==> config.mk <==
export PLATFORM = sky130hd
export DESIGN_NAME = pulse_scan_sequencer
export DESIGN_NICKNAME = d
export VERILOG_FILES = /design/src/rtl/pulse_scan_sequencer.sv
export SDC_FILE = /design/constraint.sdc
export NUM_CORES = 1
export LEC_CHECK = 0
export CORE_ASPECT_RATIO = 0.6
export CORE_UTILIZATION = 50
export DETAILED_ROUTE_END_ITERATION = 16
export GPL_TIMING_DRIVEN = 0
export PLACE_DENSITY = 0.83
export SLEW_MARGIN = 10
export SYNTH_ARGS = -nofsm -noshare
export SYNTH_HDL_FRONTEND = slang
export SYNTH_SLANG_ARGS = --single-unit
==> constraint.sdc <==
create_clock -name clk_pll -period 3.6 [get_ports clk_pll]
set_clock_uncertainty 0.05 [all_clocks]
set_input_delay 0.72 -clock clk_pll [delete_from_list [all_inputs] [get_ports clk_pll]]
set_output_delay 0.72 -clock clk_pll [all_outputs]
set_load 0.02 [all_outputs]
==> src/rtl/pulse_scan_sequencer.sv <==
// Delay-scan sequencer for the pulse generator: steps del over n_points values and
// strobes one acquisition per counted sync_on shot after DISCARD settle shots per point.
//
// state  | meaning
// IDLE   | waiting for start; del holds its last value
// ARM    | loads del_start, raises cp and busy
// SETTLE | discards shots while the generator absorbs the new del
// ACQ    | counts shots and strobes acq_valid; steps del after the last shot of a point
// LAST   | drops cp and busy, pulses done unless the scan ended on overflow
module pulse_scan_sequencer #(
    parameter int DISCARD = 2,
    parameter int IDX_W   = 16
) (
    input  logic             clk_pll,
    input  logic             reset,
    input  logic             start,
    input  logic             abort,
    input  logic [31:0]      del_start,
    input  logic [31:0]      del_step,
    input  logic [IDX_W-1:0] n_points,
    input  logic [IDX_W-1:0] n_shots,
    input  logic             sync_on,
    output logic [31:0]      del,
    output logic             cp,
    output logic             busy,
    output logic             acq_valid,
    output logic [IDX_W-1:0] point_idx,
    output logic [IDX_W-1:0] shot_idx,
    output logic             done,
    output logic             err
);

    typedef enum logic [2:0] {
        S_IDLE,
        S_ARM,
        S_SETTLE,
        S_ACQ,
        S_LAST
    } state_t;

    localparam logic [IDX_W-1:0] DISCARD_LAST = IDX_W'((DISCARD > 0) ? DISCARD - 1 : 0);
    // With no settle shots the sequencer goes straight from a del change to counting.
    localparam state_t AFTER_STEP = (DISCARD == 0) ? S_ACQ : S_SETTLE;

    state_t           state, state_nx;
    logic             sync_q;
    logic             sync_edge;
    logic [31:0]      del_start_r, del_start_nx;
    logic [31:0]      del_step_r, del_step_nx;
    logic [IDX_W-1:0] n_points_r, n_points_nx;
    logic [IDX_W-1:0] n_shots_r, n_shots_nx;
    logic [IDX_W-1:0] discard_cnt, discard_cnt_nx;
    logic [IDX_W-1:0] shot_cnt, shot_cnt_nx;
    logic [31:0]      del_nx;
    logic             cp_nx, busy_nx, acq_valid_nx, done_nx, err_nx;
    logic [IDX_W-1:0] point_idx_nx, shot_idx_nx;
    logic [32:0]      del_sum;

    assign sync_edge = sync_on & ~sync_q;
    assign del_sum   = {1'b0, del} + {1'b0, del_step_r};

    always_ff @(posedge clk_pll) begin
        if (reset) begin
            state       <= S_IDLE;
            sync_q      <= 1'b0;
            del_start_r <= '0;
            del_step_r  <= '0;
            n_points_r  <= '0;
            n_shots_r   <= '0;
            discard_cnt <= '0;
            shot_cnt    <= '0;
            del         <= '0;
            cp          <= 1'b0;
            busy        <= 1'b0;
            acq_valid   <= 1'b0;
            point_idx   <= '0;
            shot_idx    <= '0;
            done        <= 1'b0;
            err         <= 1'b0;
        end else begin
            state       <= state_nx;
            sync_q      <= sync_on;
            del_start_r <= del_start_nx;
            del_step_r  <= del_step_nx;
            n_points_r  <= n_points_nx;
            n_shots_r   <= n_shots_nx;
            discard_cnt <= discard_cnt_nx;
            shot_cnt    <= shot_cnt_nx;
            del         <= del_nx;
            cp          <= cp_nx;
            busy        <= busy_nx;
            acq_valid   <= acq_valid_nx;
            point_idx   <= point_idx_nx;
            shot_idx    <= shot_idx_nx;
            done        <= done_nx;
            err         <= err_nx;
        end
    end

    always_comb begin
        state_nx       = state;
        del_start_nx   = del_start_r;
        del_step_nx    = del_step_r;
        n_points_nx    = n_points_r;
        n_shots_nx     = n_shots_r;
        discard_cnt_nx = discard_cnt;
        shot_cnt_nx    = shot_cnt;
        del_nx         = del;
        cp_nx          = cp;
        busy_nx        = busy;
        acq_valid_nx   = 1'b0;
        point_idx_nx   = point_idx;
        shot_idx_nx    = shot_idx;
        done_nx        = 1'b0;
        err_nx         = err;

        if (abort) begin
            state_nx = S_IDLE;
            cp_nx    = 1'b0;
            busy_nx  = 1'b0;
        end else begin
            case (state)
                S_IDLE: begin
                    if (start) begin
                        del_start_nx = del_start;
                        del_step_nx  = del_step;
                        n_points_nx  = n_points;
                        n_shots_nx   = n_shots;
                        err_nx       = 1'b0;
                        if ((n_points == '0) || (n_shots == '0)) state_nx = S_LAST;
                        else                                     state_nx = S_ARM;
                    end
                end
                S_ARM: begin
                    del_nx         = del_start_r;
                    cp_nx          = 1'b1;
                    busy_nx        = 1'b1;
                    point_idx_nx   = '0;
                    discard_cnt_nx = '0;
                    shot_cnt_nx    = '0;
                    state_nx       = AFTER_STEP;
                end
                S_SETTLE: begin
                    if (sync_edge) begin
                        if (discard_cnt == DISCARD_LAST) begin
                            shot_cnt_nx = '0;
                            state_nx    = S_ACQ;
                        end else begin
                            discard_cnt_nx = discard_cnt + 1'b1;
                        end
                    end
                end
                S_ACQ: begin
                    if (sync_edge) begin
                        acq_valid_nx = 1'b1;
                        shot_idx_nx  = shot_cnt;
                        if (shot_cnt == n_shots_r - 1'b1) begin
                            if (point_idx == n_points_r - 1'b1) begin
                                state_nx = S_LAST;
                            end else if (del_sum[32]) begin
                                // del is left at the last good value so the generator stays stable
                                err_nx   = 1'b1;
                                state_nx = S_LAST;
                            end else begin
                                del_nx         = del_sum[31:0];
                                point_idx_nx   = point_idx + 1'b1;
                                discard_cnt_nx = '0;
                                shot_cnt_nx    = '0;
                                state_nx       = AFTER_STEP;
                            end
                        end else begin
                            shot_cnt_nx = shot_cnt + 1'b1;
                        end
                    end
                end
                S_LAST: begin
                    cp_nx    = 1'b0;
                    busy_nx  = 1'b0;
                    done_nx  = ~err;
                    state_nx = S_IDLE;
                end
                default: state_nx = S_IDLE;
            endcase
        end
    end

endmodule

# Word level (Yosys, flattened, before mapping)

Index checks and enable logic that the tools add are counted.
W data, S select, Z words.

Add/subtract/negate cells: 6
Eq/ne operators: 18
Mux-type cells: 39
Bitwise logic cells: 6
Reductions and logical operators: 18

Operators with widths:

| operator                | number |
|---|---|
| $mux W16                | 14 |
| $mux W32                | 4 |
| $pmux W16 S3            | 2 |
| $pmux W32 S2            | 1 |
| $add A16 B1 Y16 const B | 3 |
| $add A32 B32 Y33        | 1 |
| $eq A16 B16 Y1          | 2 |
| $logic_not A16 Y1       | 2 |
| $pmux W16 S2            | 1 |
| $sub A16 B1 Y16 const B | 2 |
| $mux W3                 | 8 |
| $ne A2 B2 Y1 const B    | 9 |
| $eq A16 B1 Y1 const B   | 1 |
| $reduce_and A7 Y1       | 2 |
| $pmux W3 S4             | 1 |
| $reduce_and A8 Y1       | 1 |
| $eq A3 B2 Y1 const B    | 2 |
| $mux W1                 | 6 |
| $ne A3 B3 Y1 const B    | 2 |
| $reduce_and A3 Y1       | 2 |
| $reduce_and A6 Y1       | 1 |
| $reduce_bool A2 Y1      | 3 |
| $reduce_or A3 Y1        | 2 |
| $not A1 Y1              | 5 |
| 9 further kinds         | 10 |

Flip-flop bits (word level): 200
Bits of input ports: 101
Output and inout port bits: 69
Logic and storage cells: 102

# Longest topological paths before layout

Depth after elaboration: 6
Depth in mapped cells: 15
Depth with buffers taken out: 11

# Worst setup path after synthesis

OpenSTA, ideal clock, no wires.

Path type: register -> register
From: reg del[0]
To: reg discard_cnt[7]
Library setup time: 70 ps
Arrival time: 3,558 ps
Data required time: 3,480 ps
Setup slack: -77 ps
Stages on the path, launching flop included: 12
Path buffers: 0
Clock period less this slack: 3,677 ps
Cells stage by stage: dfxtp_1 > ha_1 > fa_1 > a211oi_1 > o211ai_1 > a2111oi_0 > or3_1 > nand3_1 > a211oi_2 > nor2_1 > or4b_2 > a21oi_1

Cells in the longest elaborated chain, start to end: 3

Ends and longest elaborated chain:

| item                               | RTL line | source |
|---|---|---|
| start, declared                    | 23       | `output logic [31:0] del,` |
| start signal, assigned             | 89       | `del <= del_nx;` |
| $add A32 B32 Y33                   | 60       | `assign del_sum = {1'b0, del} + {1'b0, del_step_r};` |
| $ne A2 B2 Y1 (no source line)      | -        |  |
| $reduce_and A8 Y1 (no source line) | -        |  |
| end signal, assigned               | 87       | `discard_cnt <= discard_cnt_nx;` |
| end, declared                      | 52       | `logic [IDX_W-1:0] discard_cnt, discard_cnt_nx;` |

No other way between the ends.
A chain may end at the register's enable or synchronous reset.

# Worst setup path after layout

From: reg n_shots_r[3]
To: reg point_idx[7]

Cells in the longest elaborated chain, start to end: 4

Ends and longest elaborated chain:

| item                               | RTL line | source |
|---|---|---|
| start, declared                    | 51       | `logic [IDX_W-1:0] n_shots_r, n_shots_nx;` |
| start signal, assigned             | 86       | `n_shots_r <= n_shots_nx;` |
| $sub A16 B1 Y16                    | 157      | `if (shot_cnt == n_shots_r - 1'b1) begin` |
| $eq A16 B16 Y1                     | 157      |  |
| $ne A2 B2 Y1 (no source line)      | -        |  |
| $reduce_and A6 Y1 (no source line) | -        |  |
| end signal, assigned               | 93       | `point_idx <= point_idx_nx;` |
| end, declared                      | 27       | `output logic [IDX_W-1:0] point_idx,` |

No other way between the ends.

==> impl_metrics.env <==
export IMPL_dp_slack_ps=-1500
export IMPL_p_seq_share_pct=44.8
export IMPL_cts_root_buffer="clkbuf_16"
export IMPL_syn_to_final_growth_pct=30.7
export IMPL_hpwl_mm=27.5
export IMPL_holdWs_ps=408
export IMPL_synth_cell_types=76
export IMPL_antenna_found_initial=0
export IMPL_seq_area_frac_synth_pct=36.2
export IMPL_power_mw=5.25
export IMPL_routed_wl_mm=39.0
export IMPL_coreArea_um2=21300
export IMPL_start_kind="flip-flop"
export IMPL_cts_tree="built"
export IMPL_ys_ff_latch=200
export IMPL_synth_edf_count=0
export IMPL_drc_errors=0
export IMPL_clock_sinks=200
export IMPL_path_delay_family="simple AND/OR/NAND/NOR gates"
export IMPL_antenna_left=0
export IMPL_clk_pin_slew_worst_paths_ps=70
export IMPL_first_global_vias=10931
export IMPL_worstPathRequired_ps=3930
export IMPL_drtIter0Drc=1212
export IMPL_cp_num_buf_inv=3
export IMPL_htree_levels=4
export IMPL_numPortBuffers=168
export IMPL_initial_core_util_pct=51.9
export IMPL_cp_slowest_cell="or4_4"
export IMPL_combPwrFrac_pct=15.8
export IMPL_viasPerCell=6.13
export IMPL_num_rows=41
export IMPL_synth_cell_area_um2=11100
export IMPL_nets=1801
export IMPL_synthFlopType="dfxtp_1"
export IMPL_cpMostUsedCell="or4_4"
export IMPL_routedWlPerCell_um=20.0
export IMPL_status="finished, violations left"
export IMPL_hold_class="reg -> reg"
export IMPL_p_switching_mw=1.45
export IMPL_max_freq_mhz=277
export IMPL_setup_viol=1
export IMPL_intPower_mw=3.79
export IMPL_timing_slew_headroom_pct=18.4
export IMPL_die_y_um=117
export IMPL_drtPass1Iterations=6
export IMPL_power_frac_clock_pct=39.4
export IMPL_synth_fp_nets=1594
export IMPL_timing_max_transition_violations_final=0
export IMPL_worstPathMaxFanout=10
export IMPL_async_flop_share_pct=0
export IMPL_layout_commonest_cell="nand2_1"
export IMPL_yosysTopAreaCell="dfxtp_1"
export IMPL_syn_inst=1454
export IMPL_cts_buffer_depth=2
export IMPL_worst_pin_slew_ps=1210
export IMPL_peakVddDrop_uv=315
export IMPL_p_per_area_nw_per_um2=363
export IMPL_gp_congestion=1.03
export IMPL_slowest_delay_ps=600
export IMPL_grt_pass1_wl_mm=59.2
export IMPL_p_leak_nw=5.01
export IMPL_final_cell_mix="nand2_1, dfxtp_1, clkdlybuf4s50_1, a21oi_1, nor2_1"
export IMPL_cts_made_buffers=17
export IMPL_setup_ws_ps=-4.06
export IMPL_utilization_pct=67.8
export IMPL_cts_hold_buffers=0
export IMPL_fin_area_um2=14500
export IMPL_max_cap_viol_count=0
export IMPL_crit_type="reg -> reg"
export IMPL_n_antenna_cell=0
export IMPL_cp_end_kind="flip-flop"
export IMPL_finalHoldViolations=0
export IMPL_rsz0062_at_grt="yes"
export IMPL_gr_total_overflow=0
export IMPL_ys_warn_count=0
export IMPL_die_area_um2=22800
export IMPL_clk_latency_ps=460
export IMPL_grt_max_degree=17
export IMPL_synth_area_per_cell_um2=7.61
export IMPL_drive_above_1_share_pct=11.4
export IMPL_dieWidth_um=194
export IMPL_swShare_pct=27.7
export IMPL_crit_chain="clkbuf_1, or4_4, o31ai_1, mux2i_1, a32oi_2, nand4_1, a211oi_4, buf_6, buf_8, o21ai_4, or4_4, a21oi_2"
export IMPL_placed_area_um2=13100
export IMPL_period_minus_slack_ps=3600
export IMPL_yosysTopAreaCellShare_pct=36.2
export IMPL_vias=11963
export IMPL_fin_crit_sh_pct=100
export IMPL_grt_use_total_pct=33.4
export IMPL_yosys_top_cells_area="dfxtp_1, nand2_1, a21oi_1"
export IMPL_failed_checks="negative setup slack"
export IMPL_crit_arrival_ps=3940
export IMPL_ioPinCount=170
## flip-flops by register name, summed over array words and instances, names as in the netlist
name / cells
del: 32
del_start_r: 32
del_step_r: 32
discard_cnt: 16
n_points_r: 16
n_shots_r: 16
point_idx: 16
shot_cnt: 16
shot_idx: 16
state: 3
acq_valid: 1
busy: 1
done: 1
err: 1
sync_q: 1
## power by group through the flow
stage                     logic [mW]  registers (mW)  clock network (mW)
after floorplan                0.428            2.39                   0
after global placement         0.718            2.39                   0
after detailed placement       0.734            2.39                   0
after CTS                      0.770            2.35                2.06
after global routing           0.893            2.36                2.15
final                          0.829            2.35                2.07
## Yosys cell counts (5+ instances only)
| master | number |
|---|---|
| ha_1 | 38 |
| o31ai_1 | 18 |
| o211ai_1 | 12 |
| nor4_1 | 25 |
| o21ai_0 | 50 |
| a211oi_1 | 29 |
| or4_1 | 24 |
| nor2_1 | 105 |
| buf_2 | 8 |
| nand2b_1 | 11 |
| o21bai_1 | 7 |
| dfxtp_1 | 200 |
| mux2i_1 | 6 |
| o21a_1 | 7 |
| nand4_1 | 20 |
| a21o_1 | 9 |
| xor2_1 | 34 |
| a31oi_1 | 18 |
| or3_1 | 16 |
| a311oi_1 | 14 |
| xnor2_1 | 32 |
| nor3_1 | 33 |
| nand3b_1 | 5 |
| clkbuf_1 | 77 |
| or2_2 | 8 |
| nand2_1 | 304 |
| inv_1 | 26 |
| and3_1 | 17 |
| nand3_1 | 28 |
| a21oi_1 | 183 |
## repair_timing
item / 4_1_cts / 5_1_grt
setup endpoints to repair: 84 / 81
pin swaps: 23 / 31
cloned: 1 / 1
buffers inserted: 16 / 11
resized for setup: 56 / 82
## cells by family (layout without fill, tap and decap cells)
| family | Yosys count | in the layout | share of synthesized area, % |
|---|---|---|---|
| AND/OR/NAND/NOR | 629 | 629 | 26.7 |
| AO/OA/AOI/OAI | 390 | 390 | 21.8 |
| flip-flops | 200 | 200 | 36.2 |
| buffers and inverters | 121 | 341 | 4.53 |
| XOR/XNOR | 68 | 68 | 5.65 |
| adder cells (fa/ha/maj) | 39 | 39 | 4.48 |
| multiplexers | 7 | 7 | 0.644 |
## final cells by class
type,instances,area (um2)
Tap cell,279,349
Sequential cell,200,4030
Clock inverter,11,145
Inverter,27,101
Multi-Input combinational cell,1133,7030
Clock buffer,21,470
Fill cell,1772,6880
Buffer,85,379
Timing Repair Buffer,197,1960
## worst paths after layout
path                 from  slack, ps           end  cells after the start
max          n_shots_r[3]         -4  point_idx[7]                     12
min          shot_idx[10]        410  shot_idx[10]                      2
max reg2reg  n_shots_r[3]         -4  point_idx[7]                     12
min reg2reg  shot_idx[10]        410  shot_idx[10]                      2
## through the flow
| stage | cells | TNS [ps] |
|---|---|---|
| floorplan | 1454 | 0 |
| global route | 1953 | -2680 |
| global placement | 1901 | -72740 |
| finish | 1953 | -4.06 |
| CTS | 1943 | -125 |
| detailed placement | 1901 | -83430 |
## worst min-delay path: cells and delay by family (launching register included)
family           cells  cell delay, ps
AO/OA/AOI/OAI        1              50
AND/OR/NAND/NOR      1              50
flip-flops           1             310
## routing by layer
metal | routed length, um | vias to the layer above | GRT usage (%)
met2 | 15800 | 693 | 47.7
li1 | - | 5601 | -
met1 | 17800 | 5596 | 48.1
met5 | 0 | - | 0
met3 | 4600 | 73 | 9.03
met4 | 811 | 0 | 11.5
Note: power is estimated with default switching activity, not from simulation.
